--- src/rtl/alu_seq_slice_pkg.sv ---
`default_nettype none
// ============================================================================
// Module      : alu_seq_slice_pkg
// Description : Shared constants for the nibble-sliced sequential ALU:
//               nibble width, FSM state encoding and named function selects.
// Revision    : 1.0 - initial release
// ============================================================================
package alu_seq_slice_pkg;

  // Width of one lookahead slice
  localparam int NIB_W = 4;

  // FSM state encoding
  localparam logic [0:0] ST_IDLE = 1'b0;
  localparam logic [0:0] ST_RUN  = 1'b1;

  // Frequently used function selects (m=0)
  localparam logic [3:0] S_ADD = 4'b1001;  // A + B + c0
  localparam logic [3:0] S_SUB = 4'b0110;  // A + ~B + c0

endpackage : alu_seq_slice_pkg
`default_nettype wire

--- src/rtl/alu_seq_slice_nibble.sv ---
`default_nettype none
// ============================================================================
// Module      : alu_nibble
// Description : Combinational 4-bit ALU slice with internal carry lookahead.
//               Exposes the carry into bit 3 so the top can form signed
//               overflow on the most significant slice.
// Revision    : 1.0 - initial release
// ============================================================================
module alu_nibble
  import alu_seq_slice_pkg::*;
(
  input  logic [NIB_W-1:0] a,
  input  logic [NIB_W-1:0] b,
  input  logic [3:0]       s,
  input  logic             m,
  input  logic             cin,
  output logic [NIB_W-1:0] f,
  output logic             cout,
  output logic             c3
);

  logic [NIB_W-1:0] w_x;
  logic [NIB_W-1:0] w_y;
  logic [NIB_W-1:0] w_g;
  logic [NIB_W-1:0] w_p;
  logic [NIB_W:0]   w_c;

  // Per-bit X/Y terms, generate/propagate and flattened lookahead carries
  always_comb begin
    w_x = ~(a | (b & {NIB_W{s[0]}}) | (~b & {NIB_W{s[1]}}));
    w_y = ~((a & b & {NIB_W{s[3]}}) | (a & ~b & {NIB_W{s[2]}}));
    w_g = ~w_y;
    w_p = ~w_x;

    w_c[0] = cin;
    w_c[1] = w_g[0] | (w_p[0] & cin);
    w_c[2] = w_g[1] | (w_p[1] & w_g[0]) | (w_p[1] & w_p[0] & cin);
    w_c[3] = w_g[2] | (w_p[2] & w_g[1]) | (w_p[2] & w_p[1] & w_g[0])
           | (w_p[2] & w_p[1] & w_p[0] & cin);
    w_c[4] = w_g[3] | (w_p[3] & w_g[2]) | (w_p[3] & w_p[2] & w_g[1])
           | (w_p[3] & w_p[2] & w_p[1] & w_g[0])
           | (w_p[3] & w_p[2] & w_p[1] & w_p[0] & cin);

    // Logic mode (m=1) masks the carries out of the sum
    f = w_x ^ w_y ^ ({NIB_W{~m}} & w_c[NIB_W-1:0]);
  end

  assign cout = w_c[4];
  assign c3   = w_c[3];

endmodule : alu_nibble
`default_nettype wire

--- src/rtl/alu_seq_slice.sv ---
`default_nettype none
// ============================================================================
// Module      : alu_seq_slice
// Description : Multi-cycle ALU. Operands are captured on start, then SPC
//               nibble slices are evaluated per cycle (LSB group first) with
//               the group carry rippled through a register. Result, active-
//               low carry-out, all-ones compare and signed overflow are
//               presented with a one-cycle done pulse and held afterwards.
// Revision    : 1.0 - initial release
// ============================================================================
module alu_seq_slice
  import alu_seq_slice_pkg::*;
#(
  parameter int WIDTH = 16,
  parameter int SPC   = 1
) (
  input  logic             clk,
  input  logic             rst,
  input  logic             start,
  input  logic [WIDTH-1:0] a,
  input  logic [WIDTH-1:0] b,
  input  logic [3:0]       s,
  input  logic             m,
  input  logic             ci_n,
  output logic             busy,
  output logic             done,
  output logic [WIDTH-1:0] y,
  output logic             co_n,
  output logic             aeqb,
  output logic             ovf
);

  localparam int GW    = NIB_W * SPC;            // bits handled per cycle
  localparam int NG    = WIDTH / GW;             // cycles per operation
  localparam int IDX_W = (NG > 1) ? $clog2(NG) : 1;
  localparam int SH_W  = (WIDTH > 1) ? $clog2(WIDTH) : 1;
  localparam logic [IDX_W-1:0] LAST_IDX = IDX_W'(NG - 1);

  // FSM state
  logic [0:0]       r_state;
  logic [0:0]       w_state_next;

  // Captured operation
  logic [WIDTH-1:0] r_a;
  logic [WIDTH-1:0] r_b;
  logic [3:0]       r_s;
  logic             r_m;

  // Sequencing and results
  logic             r_carry;
  logic [IDX_W-1:0] r_idx;
  logic [WIDTH-1:0] r_y;
  logic             r_done;
  logic             r_co_n;
  logic             r_aeqb;
  logic             r_ovf;

  // Current-group datapath
  logic [SH_W-1:0]  w_base;
  logic [GW-1:0]    w_a_grp;
  logic [GW-1:0]    w_b_grp;
  logic [GW-1:0]    w_f_grp;
  logic [SPC:0]     w_c;
  logic [SPC-1:0]   w_c3;
  logic [WIDTH-1:0] w_y_next;
  logic             w_last;
  logic             w_accept;

  // Select the operand bits of the group under evaluation and merge its result
  always_comb begin
    w_base   = SH_W'(int'(r_idx) * GW);
    w_a_grp  = r_a[w_base +: GW];
    w_b_grp  = r_b[w_base +: GW];
    w_y_next = r_y;
    w_y_next[w_base +: GW] = w_f_grp;
    w_last   = (r_idx == LAST_IDX);
    w_accept = (r_state == ST_IDLE) && start;
  end

  assign w_c[0] = r_carry;

  // SPC slices chained combinationally within one cycle
  generate
    for (genvar k = 0; k < SPC; k++) begin : g_nib
      alu_nibble u_nib (
        .a    (w_a_grp[k*NIB_W +: NIB_W]),
        .b    (w_b_grp[k*NIB_W +: NIB_W]),
        .s    (r_s),
        .m    (r_m),
        .cin  (w_c[k]),
        .f    (w_f_grp[k*NIB_W +: NIB_W]),
        .cout (w_c[k+1]),
        .c3   (w_c3[k])
      );
    end
  endgenerate

  // State register
  always_ff @(posedge clk) begin
    if (rst) begin
      r_state <= ST_IDLE;
    end else begin
      r_state <= w_state_next;
    end
  end

  // Next-state logic: IDLE waits for start, RUN leaves after the last group
  always_comb begin
    w_state_next = r_state;
    case (r_state)
      ST_IDLE: if (start)  w_state_next = ST_RUN;
      ST_RUN:  if (w_last) w_state_next = ST_IDLE;
      default:             w_state_next = ST_IDLE;
    endcase
  end

  // FSM outputs
  always_comb begin
    busy = (r_state == ST_RUN);
  end

  // Operand capture, per-group evaluation and completion flags
  always_ff @(posedge clk) begin
    if (rst) begin
      r_a     <= '0;
      r_b     <= '0;
      r_s     <= '0;
      r_m     <= 1'b0;
      r_carry <= 1'b0;
      r_idx   <= '0;
      r_y     <= '0;
      r_done  <= 1'b0;
      r_co_n  <= 1'b1;
      r_aeqb  <= 1'b0;
      r_ovf   <= 1'b0;
    end else begin
      r_done <= 1'b0;
      if (w_accept) begin
        r_a     <= a;
        r_b     <= b;
        r_s     <= s;
        r_m     <= m;
        r_carry <= ~ci_n;
        r_idx   <= '0;
      end else if (r_state == ST_RUN) begin
        r_y     <= w_y_next;
        r_carry <= w_c[SPC];
        r_idx   <= r_idx + IDX_W'(1);
        if (w_last) begin
          // Final group: c_WIDTH is the group carry-out, c_(WIDTH-1) the
          // carry into bit 3 of the top slice
          r_idx  <= '0;
          r_done <= 1'b1;
          r_co_n <= r_m | ~w_c[SPC];
          r_ovf  <= ~r_m & (w_c[SPC] ^ w_c3[SPC-1]);
          r_aeqb <= &w_y_next;
        end
      end
    end
  end

  assign done = r_done;
  assign y    = r_y;
  assign co_n = r_co_n;
  assign aeqb = r_aeqb;
  assign ovf  = r_ovf;

endmodule : alu_seq_slice
`default_nettype wire

--- config.mk ---
export PLATFORM = sky130hd
export DESIGN_NAME = alu_seq_slice
export DESIGN_NICKNAME = d
export VERILOG_FILES = /design/src/rtl/alu_seq_slice_pkg.sv /design/src/rtl/alu_seq_slice_nibble.sv /design/src/rtl/alu_seq_slice.sv
export SDC_FILE = /design/constraint.sdc
export NUM_CORES = 1
export LEC_CHECK = 0
export BUFFER_PORTS_ARGS = -buffer_cell sky130_fd_sc_hd__buf_2
export CAP_MARGIN = 25
export CORE_MARGIN = 3
export CORE_UTILIZATION = 58
export DETAILED_ROUTE_END_ITERATION = 12
export PLACE_DENSITY = 0.84
export REMOVE_ABC_BUFFERS = 1
export SYNTH_ARGS = -nofsm -noshare
export SYNTH_HDL_FRONTEND = slang
export SYNTH_SLANG_ARGS = --single-unit
--- constraint.sdc ---
create_clock -name clk -period 4.21 [get_ports clk]
set_input_delay 0.2105 -clock clk [delete_from_list [all_inputs] [get_ports clk]]
set_output_delay 0.2105 -clock clk [all_outputs]
set_load 0.05 [all_outputs]
-- Yosys cells after proc, flatten, opt, wreduce, memory -nomap -nowiden
Cells that the tools add are included.
- bits in registers: 61
- word-level logic and storage cells: 85
- add/sub/neg operators: 2
- eq/ne operators: 1
- shifts and indexed selects: 4
- multiplexer cells: 8
- bitwise operators: 51
- reductions and logical operators: 7
- operator list (cell ; count):
    $shiftx A16 B5 Y4 ; 2
    $and A4 B4 Y4 ; 7
    $not A4 Y4 ; 5
    $and A1 B1 Y1 ; 17
    $bwmux W16 ; 1
    $reduce_and A16 Y1 ; 1
    $shift A4 B6 Y16 const A ; 1
    $shiftx A4 B6 Y16 ; 1
    $or A4 B4 Y4 ; 3
    $or A1 B1 Y1 ; 11
    $xor A4 B4 Y4 ; 2
    $neg A4 Y6 ; 1
    $mux W1 ; 5
    $not A1 Y1 ; 5
    $reduce_and A3 Y1 ; 1
    $reduce_or A3 Y1 ; 1
    $add A2 B1 Y2 const B ; 1
    $eq A2 B2 Y1 const B ; 1
    $mux W2 ; 1
    $pmux W1 S2 ; 1
    $reduce_and A2 Y1 ; 1
    $reduce_bool A2 Y1 ; 1
    $reduce_or A2 Y1 ; 1
    $logic_and A1 B1 Y1 ; 1
    $xor A1 B1 Y1 ; 1

-- Longest topological paths before layout
- depth in word-level cells: 16
- depth in mapped cells: 11
- gate-level depth less buffers: 10

-- Hierarchy
Synthesis repeated with hierarchy kept, for this count alone.
- cell total of the unflattened synthesis: 360
- area, all modules: 2987.9 µm²
- by module, submodules not included (module ; times used ; cells an instance ; area an instance (µm²)):
    alu_seq_slice ; 1 ; 315 ; 2648.8
    alu_nibble ; 1 ; 45 ; 339.1

-- Worst setup path after synthesis
OpenSTA, ideal clock, no wires.
- path kind: register to register
- start: register r_idx[1]
- end: register r_aeqb (netlist: aeqb)
- data arrival time: 2811 ps
- slack: 1339 ps
- stages on the path, launching flop included: 11
- path buffers: 1
- clock period less this slack: 2871 ps
- cells stage by stage: dfxtp_1 buf_6 mux4_2 mux2_4 o21ai_4 a311oi_2 xnor2_2 a22oi_1 or3_1 nor4_1 a22o_1
- cells in the longest elaborated chain, start to end: 16
- elaborated cells between the ends (all ways): 41
- ends and longest elaborated chain (what ; line ; text):
    start: declaration ; alu_seq_slice.sv:51 ; logic [IDX_W-1:0] r_idx;
    start signal: assignment ; alu_seq_slice.sv:148 ; r_idx <= r_idx + IDX_W'(1);
    $shiftx A16 B5 Y4 ; alu_seq_slice.sv:73 ; w_b_grp = r_b[w_base +: GW];
    $not A4 Y4 ; alu_seq_slice_nibble.sv:30, alu_seq_slice_nibble.sv:31 ;
    $and A4 B4 Y4 (2 in a row) ; alu_seq_slice_nibble.sv:31 ; w_y = ~((a & b & {NIB_W{s[3]}}) | (a & ~b & {NIB_W{s[2]}}));
    $or A4 B4 Y4 ; alu_seq_slice_nibble.sv:31 ;
    $not A4 Y4 ; alu_seq_slice_nibble.sv:31 ;
    $not A4 Y4 ; alu_seq_slice_nibble.sv:32 ; w_g = ~w_y;
    $and A1 B1 Y1 ; alu_seq_slice_nibble.sv:38 ; w_c[3] = w_g[2] | (w_p[2] & w_g[1]) | (w_p[2] & w_p[1] & w_g[0])
    $or A1 B1 Y1 (2 in a row) ; alu_seq_slice_nibble.sv:38 ;
    $or A1 B1 Y1 ; alu_seq_slice_nibble.sv:39 ; | (w_p[2] & w_p[1] & w_p[0] & cin);
    $and A4 B4 Y4 ; alu_seq_slice_nibble.sv:45 ; f = w_x ^ w_y ^ ({NIB_W{~m}} & w_c[NIB_W-1:0]);
    $xor A4 B4 Y4 ; alu_seq_slice_nibble.sv:45 ;
    $shiftx A4 B6 Y16 ; alu_seq_slice.sv:75 ; w_y_next[w_base +: GW] = w_f_grp;
    $bwmux W16 ; alu_seq_slice.sv:75 ;
    $reduce_and A16 Y1 ; alu_seq_slice.sv:156 ; r_aeqb <= &w_y_next;
    end signal: assignment ; alu_seq_slice.sv:156 ;
    end: declaration ; alu_seq_slice.sv:55 ; logic r_aeqb;
Several ways; a longest one is shown, not always the timed one.
A chain may end at the register's enable or synchronous reset.

-- Worst setup path after layout
- start: register r_idx[0]
- end: register r_aeqb (netlist: aeqb)
The elaborated chain is that of the path after synthesis.

==> impl_results.md <==
* CTS buffer count at 9
* Largest net degree at the start of global routing at 62
* FF+latch count, synth at 61
* Tcrit/Tclk final at 81.2%
* Total grt overflow at 0
* RSZ-0062 raised after global routing: false
* Sum of negative setup slack at 0 ns
* Global-route wire length before repair at 11600 um
* Slew @ Worst Pin at 0.774 ns
* Post_cts resized at 0
* Tot Pwr at 0.00144 W
* Fin. Hold Viols at 0
* Cell area after synthesis at 2930 um2
* Status: finished clean
* CTS tree: yes
* Distinct cells, synth at 43
* CP startpoint kind: register
* Initial Utilization at 61.2%
* Clock Latency Late Sink at 0.34 ns
* Vias per inst at 5.48
* Max Clk Rate at 292 MHz
* Core area at 4790 um2
* Post-DP HPWL at 4690 um
* Clk sink count at 61
* DRT antenna net count at 0
* Avg WL per Cell at 13.8 um
* Cell Pwr Density at 409 nW/um2
* Crit path max fanout at 15
* Hold_buf cts at 0
* Final setup violation count at 0
* Critical path capture point type: register
* Post-layout util at 73.4%
* Fin nets at 452
* Most common cell after layout, fill and taps aside: nand2_1
* CP cell instances: inv_1 > ha_1 > nor4b_1 > o22ai_1 > nor4_1 > o21ai_0 > or4_1 > nor4_1 > a22o_1
* Dominant synthesized flop cell: dfxtp_1
* Total die area at 5930 um2
* Crit path top cell by count: nor4_1
* Syn Area/Cell at 8.41 um2
* Max_slew headroom at 48.3%
* Gr usage total at 24.2%
* Number of global-route vias before repair at 2556
* Clock transition at path regs at 0.07 ns
* Pins Over Slew Limit at 0
* Worst hold stages at 3
* Met1 Routed Length at 2910 um
* Post-synth ARST share at 0%
* Cell Rows at 25
* H-tree levels at 3
* I/O pins at 62
* DRT iter0 DRCs at 185
* Min cycle time layout at 3.42 ns
* Routability cong. at 0.911
* Seq/Total Area, Yosys at 41.7%
* Required @ worst endpoint at 4.49 ns
* Worst setup path class: register to register
* Routed wire length at 6570 um
* Die X at 77.0 um
* Die Ht at 77.0 um
* Commonest non-fill, non-tap cells in the layout: nand2_1, dfxtp_1, buf_2
* CTS root buf: clkbuf_8
* Worst reg-to-reg path cell count at 9
* Diode count at 0
* DRC violations left at 0
* Post-Syn Instances at 348
* WL met3 at 410 um
* Pleak at 1.45 nW
* DR WL met2 at 3100 um
* Final instance area at 3510 um2
* Ratio of cells with drive above 1 in the final layout at 24.7%
* Area post-placement at 3270 um2
* WP data arrival at 3.70 ns
* Post-synth EDFFs at 0
* Via count at 2609
* Hold WC Path Type: input port to register
* First drt pass iteration count at 4
* Worst vdd ir at 0.239 mV
* I/O Buffers at 61
* Uppermost layer routed: met4
* CP max stage cell: dfxtp_1
* Clock Tree Buf Depth at 2
* Max Cap Violations at 0
* Area growth syn-to-layout at 20.1%
* Initial antenna violation count at 0
* Post-CTS Setup Inserts at 0
* Max incr delay on CP at 0.76 ns
* Setup Skew at 0.00745 ns
* YS warnings at 0
critical path: cells and delay by family (launching register included):
kind            cells  cell delay [ns]
compound gates      3             0.43
flops               1             0.76
fa+ha+maj           1             0.42
buf+inv             1             0.27
simple gates        4             1.49
Yosys cell counts, types with 2 or more instances:
cell | count | area [um2]
a211oi_1 | 2 | 15.0
a21oi_1 | 52 | 260
a22o_1 | 3 | 26.3
a22oi_1 | 17 | 128
a31oi_1 | 4 | 25.0
a32oi_1 | 3 | 26.3
and2_1 | 3 | 18.8
buf_1 | 5 | 18.8
clkbuf_1 | 12 | 45.0
dfxtp_1 | 61 | 1220
ha_1 | 6 | 75.1
inv_1 | 4 | 15.0
mux2_2 | 5 | 56.3
mux2i_1 | 3 | 30.0
mux4_2 | 8 | 180
nand2_1 | 85 | 319
nor2_1 | 29 | 109
nor2b_1 | 12 | 75.1
nor3_1 | 4 | 20.0
nor4_1 | 2 | 12.5
nor4b_1 | 3 | 26.3
o22ai_1 | 2 | 12.5
xnor2_2 | 2 | 32.5
xor2_1 | 2 | 17.5
report_power, final:
| part | switching [W] | total (W) | internal, W |
|---|---|---|---|
| registers | 0.0000259 | 0.000628 | 0.000602 |
| logic | 0.000101 | 0.000170 | 0.0000697 |
| clock network | 0.000217 | 0.000639 | 0.000421 |
| total | 0.000344 | 0.00144 | 0.00109 |
sequential cells by signal, summed over array words and instances, names as in the netlist:
name and flops:
aeqb 1, busy 1, co_n 1, done 1, ovf 1, r_a 16
r_b 16, r_carry 1, r_idx 2, r_m 1, r_s 4, y 16
layer usage:
metal / track usage (%) / up-vias
met1: 30.8 / 1176
met2: 38.2 / 86
met4: 10.3 / 0
met3: 7.04 / 16
li1: - / 1331
met5: 0 / -
cell type report:
type / count / area (um2)
multi-input combinational: 264 / 1610
fill: 379 / 1270
sequential: 61 / 1220
timing repair buffer: 65 / 335
clock buffer: 11 / 151
clock inverter: 4 / 95.1
tap: 67 / 83.8
inverter: 4 / 15.0
stage by stage:
stage | std cells | hold WS (ns) | setup slack (ns)
6_report | 476 | 0.104 | 0.790
5_1_grt | 476 | 0.0988 | 0.394
4_1_cts | 476 | 0.0938 | 0.812
3_5_place_dp | 461 | 0.445 | 0.818
3_3_place_gp | 461 | 0.442 | 0.938
2_1_floorplan | 329 | 0.280 | 1.22
cell families after synthesis:
logic type      after synthesis  share of synthesized area [%]
xor+xnor                      4                           1.71
mux                          17                           9.62
compound gates               92                           19.6
buf+inv                      23                           3.25
simple gates                145                           21.5
flops                        61                           41.7
fa+ha+maj                     6                           2.57
path summary, 6_finish.rpt:
check / from / to / slack [ns]
max: r_idx[0] / aeqb / 0.79
min: b[2] / r_b[2] / 0.10
max reg2reg: r_idx[0] / aeqb / 0.79
min reg2reg: r_a[12] / r_a[12] / 0.45
No activity file was read; power rests on OpenSTA's default activity.
